$ cat src/rtl/regfile_sb.sv
// Register file with two write ports, two combinational read ports and a
// per-register pending scoreboard. Register 0 is hardwired to zero.
module regfile_sb #(
    parameter int DATA_W = 32,
    parameter int ADDR_W = 5,
    parameter int BYPASS = 1
) (
    input  logic              clk,
    input  logic              rst,
    input  logic [ADDR_W-1:0] ra_addr,
    input  logic [ADDR_W-1:0] rb_addr,
    output logic [DATA_W-1:0] ra_data,
    output logic [DATA_W-1:0] rb_data,
    output logic              ra_busy,
    output logic              rb_busy,
    input  logic              we0,
    input  logic [ADDR_W-1:0] wa0,
    input  logic [DATA_W-1:0] wd0,
    input  logic              we1,
    input  logic [ADDR_W-1:0] wa1,
    input  logic [DATA_W-1:0] wd1,
    input  logic              iss_valid,
    input  logic [ADDR_W-1:0] iss_addr,
    output logic [ADDR_W:0]   busy_cnt
);

    localparam int NREG = 1 << ADDR_W;

    logic [DATA_W-1:0] regs_q [NREG];
    logic [DATA_W-1:0] regs_d [NREG];
    logic [NREG-1:0]   pending_q;
    logic [NREG-1:0]   pending_d;

    logic write0Ok;
    logic write1Ok;
    logic issueOk;

    assign write0Ok = we0 && (wa0 != '0);
    assign write1Ok = we1 && (wa1 != '0);
    assign issueOk  = iss_valid && (iss_addr != '0);

    // Port 1 is applied last so it wins a same-address conflict.
    always_comb begin
        regs_d = regs_q;
        if (write0Ok) begin
            regs_d[wa0] = wd0;
        end
        if (write1Ok) begin
            regs_d[wa1] = wd1;
        end
        regs_d[0] = '0;
    end

    // Writes retire a producer; an issue on the same edge re-arms the bit,
    // because the newly issued producer is still outstanding.
    always_comb begin
        pending_d = pending_q;
        if (write0Ok) begin
            pending_d[wa0] = 1'b0;
        end
        if (write1Ok) begin
            pending_d[wa1] = 1'b0;
        end
        if (issueOk) begin
            pending_d[iss_addr] = 1'b1;
        end
        pending_d[0] = 1'b0;
    end

    always_ff @(posedge clk or negedge rst) begin
        if (!rst) begin
            for (int i = 0; i < NREG; i++) begin
                regs_q[i] <= '0;
            end
            pending_q <= '0;
        end else begin
            regs_q    <= regs_d;
            pending_q <= pending_d;
        end
    end

    // Both read ports share the same forwarding and busy logic.
    for (genvar p = 0; p < 2; p++) begin : g_rd
        logic [ADDR_W-1:0] addr;
        logic [DATA_W-1:0] data;
        logic              busy;
        logic              hit0;
        logic              hit1;

        assign addr = (p == 0) ? ra_addr : rb_addr;

        always_comb begin
            hit0 = (BYPASS != 0) && we0 && (wa0 == addr);
            hit1 = (BYPASS != 0) && we1 && (wa1 == addr);
            data = regs_q[addr];
            if (hit1) begin
                data = wd1;
            end else if (hit0) begin
                data = wd0;
            end
            if (addr == '0) begin
                data = '0;
            end
            busy = pending_q[addr] && !(hit0 || hit1);
        end
    end

    assign ra_data = g_rd[0].data;
    assign rb_data = g_rd[1].data;
    assign ra_busy = g_rd[0].busy;
    assign rb_busy = g_rd[1].busy;

    // Bit 0 can never be set, so the count tops out at NREG-1 and cannot wrap.
    always_comb begin
        busy_cnt = '0;
        for (int i = 0; i < NREG; i++) begin
            busy_cnt = busy_cnt + (ADDR_W + 1)'(pending_q[i]);
        end
    end

endmodule

$ cat config.mk
export PLATFORM = sky130hd
export DESIGN_NAME = regfile_sb
export DESIGN_NICKNAME = d
export VERILOG_FILES = /design/src/rtl/regfile_sb.sv
export SDC_FILE = /design/constraint.sdc
export NUM_CORES = 2
export LEC_CHECK = 0
export CORE_MARGIN = 1.5
export CORE_UTILIZATION = 35
export DETAILED_ROUTE_END_ITERATION = 16
export HOLD_SLACK_MARGIN = 0.12
export PLACE_DENSITY = 0.57
export SLEW_MARGIN = 0
export SYNTH_ARGS = -nofsm -noshare
export SYNTH_HDL_FRONTEND = slang
export SYNTH_SLANG_ARGS = --single-unit
$ cat constraint.sdc
create_clock -name clk -period 5.7 [get_ports clk]
set_clock_uncertainty 0.05 [all_clocks]
set_input_delay 1.14 -clock clk [delete_from_list [all_inputs] [get_ports clk]]
set_output_delay 1.14 -clock clk [all_outputs]
set_load 0.02 [all_outputs]
* Yosys cells after proc, flatten, opt, wreduce, memory -nomap -nowiden
Index checks and enable logic that the tools add are counted.
** Operators by class
- Equal/unequal tests :: 4
- $lt $le $gt $ge :: 14
- Bitwise operators :: 9
- Reductions and logical operators :: 23
- $add $sub $neg :: 30
- Multiplexer cells :: 33
** Operator list (number)
- $bwmux W1024 :: 2
- $mux W1024 :: 1
- $mux W992 :: 1
- $mux W32 :: 15
- $bmux W32 S5 :: 2
- $demux W32 S5 :: 2
- $add A6 B1 Y6 :: 25
- $and A32 B32 Y32 :: 2
- $not A32 Y32 :: 2
- $or A32 B32 Y32 :: 1
- $lt A5 B6 Y1 const B :: 5
- $ge A6 B6 Y1 const B :: 4
- $not A5 Y6 :: 4
- $eq A5 B5 Y1 :: 4
- $demux W1 S5 :: 3
- $ge A5 B1 Y1 const B :: 3
- $reduce_bool A5 Y1 :: 3
- $logic_and A1 B1 Y1 :: 14
- $lt A6 B1 Y1 const B :: 2
- $bmux W1 S5 :: 2
- $logic_not A5 Y1 :: 2
- $add A5 B1 Y6 :: 1
- $add A4 B1 Y5 :: 1
- $mux W1 :: 5
- 5 further kinds :: 7
** Storage, ports and cells
- Output and inout bits :: 72
- Bits in registers :: 1023
- Input bits :: 94
- Logic and storage cells :: 145

* Longest topological paths before layout
- Depth after elaboration :: 30
- Depth in mapped cells :: 16

* Worst setup path after synthesis
OpenSTA, ideal clock, no wires.
- Kind :: reg-to-output
- Start :: reg pending_q[12]
- End :: out busy_cnt[4]
- Slack :: -259 ps
- Arrival time :: 4769 ps
- Buffers on the path :: 0
- Cell stages (with the launch flop) :: 14
- Cells stage by stage :: dfrtp_1 fa_1 inv_1 fa_1 fa_1 fa_1 fa_1 fa_1 fa_1 fa_1 inv_1 a21o_1 a21oi_1 xnor2_1
** Between the ends
- Cells in the longest elaborated chain, start to end :: 20
** Ends and longest elaborated chain
- start: declaration :: line 31 : logic [NREG-1:0] pending_q;
- start signal: assignment :: line 78 : pending_q <= pending_d;
- $add A6 B1 Y6 (20 in series) :: line 117 : busy_cnt = busy_cnt + (ADDR_W + 1)'(pending_q[i]);
- end: declaration :: line 24 : output logic [ADDR_W:0] busy_cnt
Every way passes these cells.

* Worst setup path in the final report
- Start :: reg pending_q[18]
- End :: out busy_cnt[1]
** Between the ends
- Cells in the longest elaborated chain, start to end :: 14
** Ends and longest elaborated chain (line)
- $add A6 B1 Y6 (14 in series) :: 117
Every way passes these cells.

==> flow_summary_export.csv <==
group,metric,value,unit
detailed_routing,drt-initial-drc-count,7799,
detailed_routing,wl_per_cell,33.8,µm
layout,num-nets-final,6538,
setup_path,crit_arrival,5.84,ns
synthesis,seq_area_frac_synth,38.5,%
pwr,switching_share,36.9,%
sta,final.period_utilization,123,%
synthesis,synthDominantCellAreaShare,38.5,%
sta,fin_ws,-1.33,ns
synthesis,synth_seq_cells,1023,
layout,layout.cells.non_filler,9008,
grt,grt_max_degree,107,
detailed_routing,drc_errors,0,
hold_path,min-delay-path-class,"in2async",
setup_path,crit_path_end_kind,"output port",
sta,tightest_slew,1.42,ns
place,dp_cells,8791,
cts,clock-sinks,1023,
synthesis,synth_nets,6698,
synthesis,ys_top_cells_by_area,"dfrtp_1, mux2i_1, mux4_2",
cts,clk_latency,0.79,ns
floorplanning,rows,159,
floorplanning,die_y,439,µm
synthesis,yosys.area.top_type,"dfrtp_1",
place,place_area,0.0718,mm²
sta,fin_crit,7.03,ns
pwr,vdd_drop_max,1.31,mV
grt,antenna_found_initial,12,
sta,finalHoldViolations,0,
place,port_buffers,165,
detailed_routing,antenna_left,0,
pwr,seqPwrFrac,32.1,%
layout,drive_gt1_share,19.5,%
cts,cts_tree,"yes",
synthesis,yosysMostFrequentCell,"dfrtp_1",
place,gp_congestion,0.985,
cts,clockBufferDepth,3,
pwr,pwr-share-comb,43.6,%
grt,first_global_vias,54677,
floorplanning,start_util,35.3,%
synthesis,synth-edff-count,0,
synthesis,synthDistinctLibCells,55,
cts,ctsHoldBuffers,0,
layout,utilization,40.3,%
synthesis,synthCells,6574,
sta,fmax,0.142,GHz
cts,clk_pin_slew,0.06,ns
place,dp_hpwl,192000,µm
setup_path,critical_path_class,"reg2out",
floorplanning,io_pins,166,
floorplanning,die_area,0.193,mm²
pwr,intPower,21.1,mW
grt,grt_pass1_wl,427000,µm
synthesis,syn_area_per_cell,10.1,µm²
sta,fin_tns_setup,-6.40,ns
cts,root_buffer,"clkbuf_16",
setup_path,startpoint_type,"flip-flop",
pwr,powerDensity,440,mW/mm²
synthesis,synth_flop_cell,"dfrtp_1",
detailed_routing,routed_via_density,6.35,
cts,htreeDepth,3,
layout,syn_to_final_growth,14.2,%
grt,grt_overflow_total,0,
sta,rsz0062_at_grt,"yes",
setup_path,worstPathRequired,4.51,ns
detailed_routing,drtPass1Iterations,8,
job,maxCapViolations,0,
sta,whs,0.380,ns
floorplanning,die_x,439,µm
sta,slew_viol_final,0,
detailed_routing,vias,57192,
cts,cts_buffers,116,
run_status,status,"finished with violations",
synthesis,ys_top_cells_by_count,"dfrtp_1, mux2i_1, nor2_1",
floorplanning,coreArea,0.188,mm²
sta,relSlewSlack,5.04,%
pwr,leakage,32.4,nW
synthesis,yosys_warnings,0,
run_status,failed_checks,"negative setup slack",
synthesis,synth-async-reset-ratio,100,%
sta,setup_viol,6,
synthesis,syn_area,0.0665,mm²
pwr,p_switching,12.3,mW
setup_path,cp_max_fo,2,
grt,track_usage,30.8,%
detailed_routing,drt_wl_total,304000,µm
layout,stdcell_area,0.0759,mm²
pwr,clock_power_share,24.2,%
## layout make-up
type	instances	area, µm²
flip-flops and latches	1023	25600
fillers	18141	112000
inverters	83	312
multi-input cells	4654	37600
well taps	2495	3120
diodes	4	10.0
clock inverters	44	594
repair buffers	536	5240
clock buffers	169	3420
## state kept, by name, summed over array words and instances (netlist names)
register,cells
pending_q,31
regs_q,992
## worst paths after layout
path                                from             to  slack (ns)  depth (start not counted)
max in group asynchronous            rst    regs_q[906]        3.78                          3
max                        pending_q[18]    busy_cnt[1]       -1.33                         11
min reg2reg                pending_q[23]  pending_q[23]        0.53                          2
min in group clk           pending_q[23]  pending_q[23]        0.53                          2
max reg2reg                 pending_q[3]   pending_q[3]        4.74                          3
min                                  rst      regs_q[0]        0.38                          1
## layout by cell type (no fill, tap or decap), types with 82 or more instances in the layout
master	synthesis	final
a21oi_1	636	634
a221oi_1	87	87
a32oi_1	88	88
buf_4	64	361
clkbuf_16	0	118
clkdlybuf4s50_1	0	87
dfrtp_1	1023	1023
inv_1	83	82
mux2_2	91	91
mux2i_1	1010	1010
mux4_2	443	443
nand2_1	623	593
nor2_1	690	675
o21ai_0	513	513
## critical path, stage by stage (launching register included)
cell	delay (ns)
dfrtp_1	0.40
fa_1	0.54
inv_1	0.06
fa_2	0.53
fa_1	0.46
fa_1	0.50
fa_1	0.53
fa_1	0.44
fa_2	0.38
fa_2	0.52
inv_1	0.48
buf_12	0.19
## power by group through the flow
stage | clock network, mW | registers [mW] | logic, mW
after floorplan | 0 | 10.2 | 7.18
after global placement | 0 | 10.6 | 12.7
after detailed placement | 0 | 10.7 | 12.9
after CTS | 8.15 | 10.6 | 14.4
after global routing | 8.44 | 10.9 | 15.2
final | 8.10 | 10.7 | 14.6
## cell families after synthesis
group                    count (synthesis)  share of synthesized area, %
multiplexers                          1544                          31.7
AO/OA/AOI/OAI                         1542                          13.6
AND/OR/NAND/NOR                       1515                          9.23
flip-flops                            1023                          38.5
buffers and inverters                  897                          5.80
adder cells (fa/ha/maj)                 30                         0.824
XOR/XNOR                                23                         0.303
## layer usage
metal  up-vias  track usage, %  share of wire [%]
li1      23560               -                  -
met1     28711            38.5                 37
met2      3881            45.7                 44
met3      1016            8.24                 11
met4        24            22.9                8.5
met5         -          0.0248              0.061
## through the flow
stage	total power, mW	setup slack [ns]
finish	33.4	-1.33
floorplan	17.4	-0.0718
detailed placement	23.6	-0.722
global placement	23.4	-0.722
global route	34.6	-1.31
CTS	33.2	-1.23
## what timing repair did
| action | CTS | global route |
|---|---|---|
| endpoints found under the setup margin | 6 | 6 |
| setup buffers | 0 | 0 |
| resized for setup | 8 | 0 |
| pin swaps | 3 | 0 |
(Power assumes the default switching activity.)
